[src/rtl/and_arbiter.sv]
// Round-robin arbiter that shares one registered bitwise-AND unit among N_REQ
// requesters. It grants one requester, evaluates a & b, and pulses done.
module and_arbiter #(
  parameter int unsigned N_REQ = 4,
  parameter int unsigned WIDTH = 8
) (
  input  logic                   clk,
  input  logic                   rst,
  input  logic [N_REQ-1:0]       req,
  input  logic [N_REQ*WIDTH-1:0] a_in,
  input  logic [N_REQ*WIDTH-1:0] b_in,
  output logic [N_REQ-1:0]       gnt,
  output logic [N_REQ-1:0]       done,
  output logic [WIDTH-1:0]       result,
  output logic                   busy,
  output logic [15:0]            op_count
);

  localparam int unsigned IW = (N_REQ > 1) ? $clog2(N_REQ) : 1;

  typedef enum logic [1:0] {
    IDLE,
    EXEC,
    RESP
  } state_e;

  state_e             state_q, state_d;
  logic [N_REQ-1:0]   gnt_q, gnt_d;
  logic [N_REQ-1:0]   done_q, done_d;
  logic [WIDTH-1:0]   result_q, result_d;
  logic               busy_q, busy_d;
  logic [15:0]        cnt_q, cnt_d;
  logic [IW-1:0]      last_q, last_d;
  logic [IW-1:0]      cur_q, cur_d;
  logic [WIDTH-1:0]   opa_q, opa_d;
  logic [WIDTH-1:0]   opb_q, opb_d;

  logic               sel_vld;
  logic [IW-1:0]      sel_idx;
  logic [IW-1:0]      idx_n;
  logic [WIDTH-1:0]   opa_sel;
  logic [WIDTH-1:0]   opb_sel;

  function automatic logic [N_REQ-1:0] onehot(input logic [IW-1:0] idx);
    onehot      = '0;
    onehot[idx] = 1'b1;
  endfunction

  // Scan upward from last+1 (mod N_REQ); the first requester found wins.
  always_comb begin
    sel_vld = 1'b0;
    sel_idx = '0;
    idx_n   = '0;
    for (int unsigned k = 1; k <= N_REQ; k++) begin
      idx_n = IW'((32'(last_q) + k) % N_REQ);
      if (!sel_vld && req[idx_n]) begin
        sel_vld = 1'b1;
        sel_idx = idx_n;
      end
    end
  end

  always_comb begin
    opa_sel = '0;
    opb_sel = '0;
    for (int unsigned i = 0; i < N_REQ; i++) begin
      if (sel_idx == IW'(i)) begin
        opa_sel = a_in[i*WIDTH +: WIDTH];
        opb_sel = b_in[i*WIDTH +: WIDTH];
      end
    end
  end

  always_comb begin
    state_d  = state_q;
    gnt_d    = gnt_q;
    done_d   = done_q;
    result_d = result_q;
    busy_d   = busy_q;
    cnt_d    = cnt_q;
    last_d   = last_q;
    cur_d    = cur_q;
    opa_d    = opa_q;
    opb_d    = opb_q;
    case (state_q)
      IDLE: begin
        if (sel_vld) begin
          gnt_d   = onehot(sel_idx);
          busy_d  = 1'b1;
          cur_d   = sel_idx;
          last_d  = sel_idx;
          opa_d   = opa_sel;
          opb_d   = opb_sel;
          state_d = EXEC;
        end
      end
      EXEC: begin
        gnt_d    = '0;
        result_d = opa_q & opb_q;
        done_d   = onehot(cur_q);
        cnt_d    = cnt_q + 16'd1;
        state_d  = RESP;
      end
      RESP: begin
        done_d  = '0;
        busy_d  = 1'b0;
        state_d = IDLE;
      end
      default: state_d = IDLE;
    endcase
  end

  always_ff @(posedge clk) begin
    if (rst) begin
      state_q  <= IDLE;
      gnt_q    <= '0;
      done_q   <= '0;
      result_q <= '0;
      busy_q   <= 1'b0;
      cnt_q    <= '0;
      last_q   <= IW'(N_REQ - 1);
      cur_q    <= '0;
      opa_q    <= '0;
      opb_q    <= '0;
    end else begin
      state_q  <= state_d;
      gnt_q    <= gnt_d;
      done_q   <= done_d;
      result_q <= result_d;
      busy_q   <= busy_d;
      cnt_q    <= cnt_d;
      last_q   <= last_d;
      cur_q    <= cur_d;
      opa_q    <= opa_d;
      opb_q    <= opb_d;
    end
  end

  assign gnt      = gnt_q;
  assign done     = done_q;
  assign result   = result_q;
  assign busy     = busy_q;
  assign op_count = cnt_q;

endmodule
[config.mk]
export PLATFORM = sky130hd
export DESIGN_NAME = and_arbiter
export DESIGN_NICKNAME = d
export VERILOG_FILES = /design/src/rtl/and_arbiter.sv
export SDC_FILE = /design/constraint.sdc
export NUM_CORES = 1
export LEC_CHECK = 0
export CORE_MARGIN = 4
export CORE_UTILIZATION = 44
export CTS_CLUSTER_DIAMETER = 50
export DETAILED_ROUTE_END_ITERATION = 10
export PLACE_DENSITY_LB_ADDON = 0.08
export SYNTH_ARGS = -nofsm -noshare
export SYNTH_HDL_FRONTEND = slang
export SYNTH_SLANG_ARGS = --single-unit
[constraint.sdc]
create_clock -name clk -period 2.7 [get_ports clk]
set_clock_uncertainty 0.15 [all_clocks]
set_input_delay 0.675 -clock clk [delete_from_list [all_inputs] [get_ports clk]]
set_output_delay 0.675 -clock clk [all_outputs]
set_load 0.01 [all_outputs]
==> results.py <==
metrics = {
    "global_route": {
        "grt_max_degree": 29,
        "first_global_vias": 2409,
        "grt_pass1_wl_mm": 11.8,
        "grtUsageTotal": 0.199,
        "met3_usage": 0.0413,
        "met1_usage": 0.269,
        "globalRoute.totalOverflow": 0,
        "grt.busiest_layer": "met2",
        "antenna_found_initial": 0,
        "use_met2": 0.330,
    },
    "detailed_routing": {
        "avgViaCountPerCell": 5.31,
        "first_pass_iters": 4,
        "detail_route.wl_per_cell_um": 15.4,
        "wl_mm": 7.20,
        "drc_errors": 0,
        "drtAntennaViolNets": 0,
        "drtIter0Drc": 140,
        "vias": 2489,
    },
    "finish": {
        "mostFrequentLayoutCell": "clkdlybuf4s50_1",
        "final_nets": 471,
        "postLayoutCoreUtil": 0.685,
        "drive_gt1_frac": 0.0605,
        "layout_common_cells": "clkdlybuf4s50_1, dfxtp_1, mux2i_1",
        "n_antenna_cell": 0,
        "area.growth.synth_to_final_pct": 47.1,
        "instances_no_fill": 469,
    },
    "cts": {
        "numCtsBuffers": 5,
        "clock_sinks": 55,
        "cts_tree": "yes",
        "clockRootBuffer": "clkbuf_8",
        "clock_latency_ps": 300,
        "clk_pin_slew_ps": 100,
        "cts_buffer_depth": 2,
        "cts_max_level": 2,
        "post_cts_buffers": 0,
        "cts_hold_buf": 0,
        "cts-resized-gates": 0,
    },
    "placement": {
        "dp_hpwl_mm": 5.42,
        "io_buffer_count": 102,
        "gp_congestion": 0.801,
        "post-place-cells": 461,
    },
    "worst_setup_path": {
        "reg2reg_from": "state_q[0]$_SDFFE_PP0P_",
        "path_buf_inv": 1,
        "worst-r2r-setup-slack_ps": 610,
        "crit_family": "compound AO/OA/AOI/OAI gates",
        "ff2ff_path_depth": 5,
        "path_max_fanout": 5,
        "cp.arrival_ps": 2480,
        "cp_slowest_cell": "clkdlybuf4s50_1",
        "end_kind": "flop",
        "crit_required_ps": 2710,
        "crit_chain": "clkdlybuf4s50_1 -> nor2b_1 -> a22oi_4 -> and2_4 -> a2111oi_0 -> a311oi_1",
        "r2r-end": "opb_q[3]$_SDFFE_PP0P_",
        "crit_path_start_kind": "input port",
        "cp_slowest_stage_delay_ps": 560,
        "worstSetupPathType": "in2reg",
    },
    "logic_synthesis": {
        "ys_seq_area_frac": 0.417,
        "syn_nets": 367,
        "synth_xor_area_frac": 0.0431,
        "netlist_area_um2": 2640,
        "netlist_top_cells_area": "dfxtp_1, mux2i_1, a21oi_1, o221ai_1, nor2_1",
        "ys_types": 38,
        "synth_area_leader_cell": "dfxtp_1",
        "synth_top_area_share": 0.417,
        "muxShareOfSynthArea": 0.123,
        "synth_ff_type": "dfxtp_1",
        "async_flop_share": 0,
        "ys_ff_latch": 55,
        "synth_top_family_by_area": "simple AND/OR/NAND/NOR gates",
        "synth-compound-area-share": 0.161,
        "synth.avg_cell_area_um2": 9.05,
        "syn_inst": 292,
        "synth-simple-area-share": 0.198,
        "synth_edf_count": 0,
        "synthAdderAreaFrac": 0.0237,
        "yosys_warnings": 0,
    },
    "sta": {
        "final-setup-viol-count": 0,
        "fin_crit_sh": 0.912,
        "slew_violations": 0,
        "rsz0062_at_grt": "no",
        "fin_crit_ps": 2460,
        "hold_violations": 0,
        "clock.fmax_mhz": 406,
        "tightest_slew_ps": 519,
        "relSlewSlack": 0.654,
    },
    "power": {
        "vdd_drop_max_v": 0.000378,
        "leakagePower_nw": 1.46,
        "power_density_nw_per_um2": 500,
    },
    "min_path": {
        "worstHoldEndpoint": "opb_q[2]$_SDFFE_PP0P_",
        "hold_path_startpoint": "opb_q[2]$_SDFFE_PP0P_",
        "holdPathStages": 2,
        "hold_path.class": "reg2reg",
    },
    "die": {
        "initial_core_util": 0.466,
        "die_x_um": 85.5,
        "core_um2": 5680,
        "io_pins": 103,
        "fp.dieArea_um2": 7310,
        "die_height_um": 85.5,
        "num_rows": 27,
    },
    "status": {
        "status": "finished, final reports clean",
    },
    "job": {
        "cap_violations": 0,
    },
}
-- how the worst max path moves through the flow --
stage | from | to | cells past startpoint
3_5_place_dp | req[0] | opb_q[3]$_SDFFE_PP0P_ | 6
3_3_place_gp | req[1] | opb_q[5]$_SDFFE_PP0P_ | 6
4_1_cts | req[0] | opb_q[3]$_SDFFE_PP0P_ | 6
2_1_floorplan | req[2] | opb_q[4]$_SDFFE_PP0P_ | 4
6_report | req[1] | opb_q[5]$_SDFFE_PP0P_ | 6
5_1_grt | req[0] | opb_q[4]$_SDFFE_PP0P_ | 6
-- power by group --
| group | internal (mW) | leakage (nW) | switching [mW] |
|---|---|---|---|
| Combinational | 0.288 | 0.960 | 0.232 |
| Clock | 0.235 | 0.0515 | 0.259 |
| Sequential | 0.882 | 0.449 | 0.0482 |
-- sequential cells by signal (all words and copies together) (netlist names), 4 cells and up --
register  count
done          4
gnt           4
op_count     16
opa_q         8
opb_q         8
result        8
-- worst reg2reg max path: stages (launching register included) --
cell,delay [ps]
dfxtp_1,320
inv_1,110
ha_1,420
o41ai_2,160
or3_1,570
o221ai_1,280
-- kinds of logic after synthesis --
| kind of cell | count (synthesis) |
|---|---|
| simple gates | 107 |
| compound gates | 59 |
| flops | 55 |
| mux | 32 |
| buf+inv | 21 |
| xor+xnor | 13 |
| fa+ha+maj | 5 |
-- per-layer routing --
metal,vias to the layer above,part of all wire
li1,1254,-
met1,1166,0.45
met2,63,0.48
met3,6,0.054
met4,0,0.0090
met5,-,0
-- cell type report --
type / instances / area, µm²
fill: 462 / 1790
multi-input combinational: 216 / 1450
timing repair buffer: 113 / 1130
sequential: 55 / 1100
clock buffer: 8 / 100
tap: 72 / 90.1
inverter: 5 / 18.8
-- synthesized netlist by cell type (2+ instances only) --
library cell  instances
ha_1                  5
and3_1                2
xor2_1                7
nand2_1              26
buf_4                 2
a2111oi_0             3
a21oi_1              24
nand4_1               3
or3_1                 3
a21boi_0              4
nor2b_1               2
nor3_1                5
inv_1                 5
o21ai_0               3
mux2i_1              31
nand3_1              15
dfxtp_1              55
nand2b_1             12
o221ai_1             13
buf_2                 5
nor2_1               29
xnor2_1               6
nand4b_1              3
a311oi_1              3
o21bai_1              4
clkbuf_1              9
or4_1                 2
-- stage by stage --
| step | TNS (ps) | cell area (µm²) | hold WS (ps) | power (mW) | setup slack, ps |
|---|---|---|---|---|---|
| global route | 0 | 3890 | 343 | 2.05 | 157 |
| finish | 0 | 3890 | 320 | 1.94 | 238 |
| CTS | 0 | 3890 | 322 | 1.95 | 268 |
| floorplan | 0 | 2640 | 282 | 1.23 | 632 |
| detailed placement | -400 | 3790 | 300 | 1.47 | -48.2 |
| global placement | 0 | 3790 | 294 | 1.46 | 31.1 |
(Power assumes the default switching activity.)
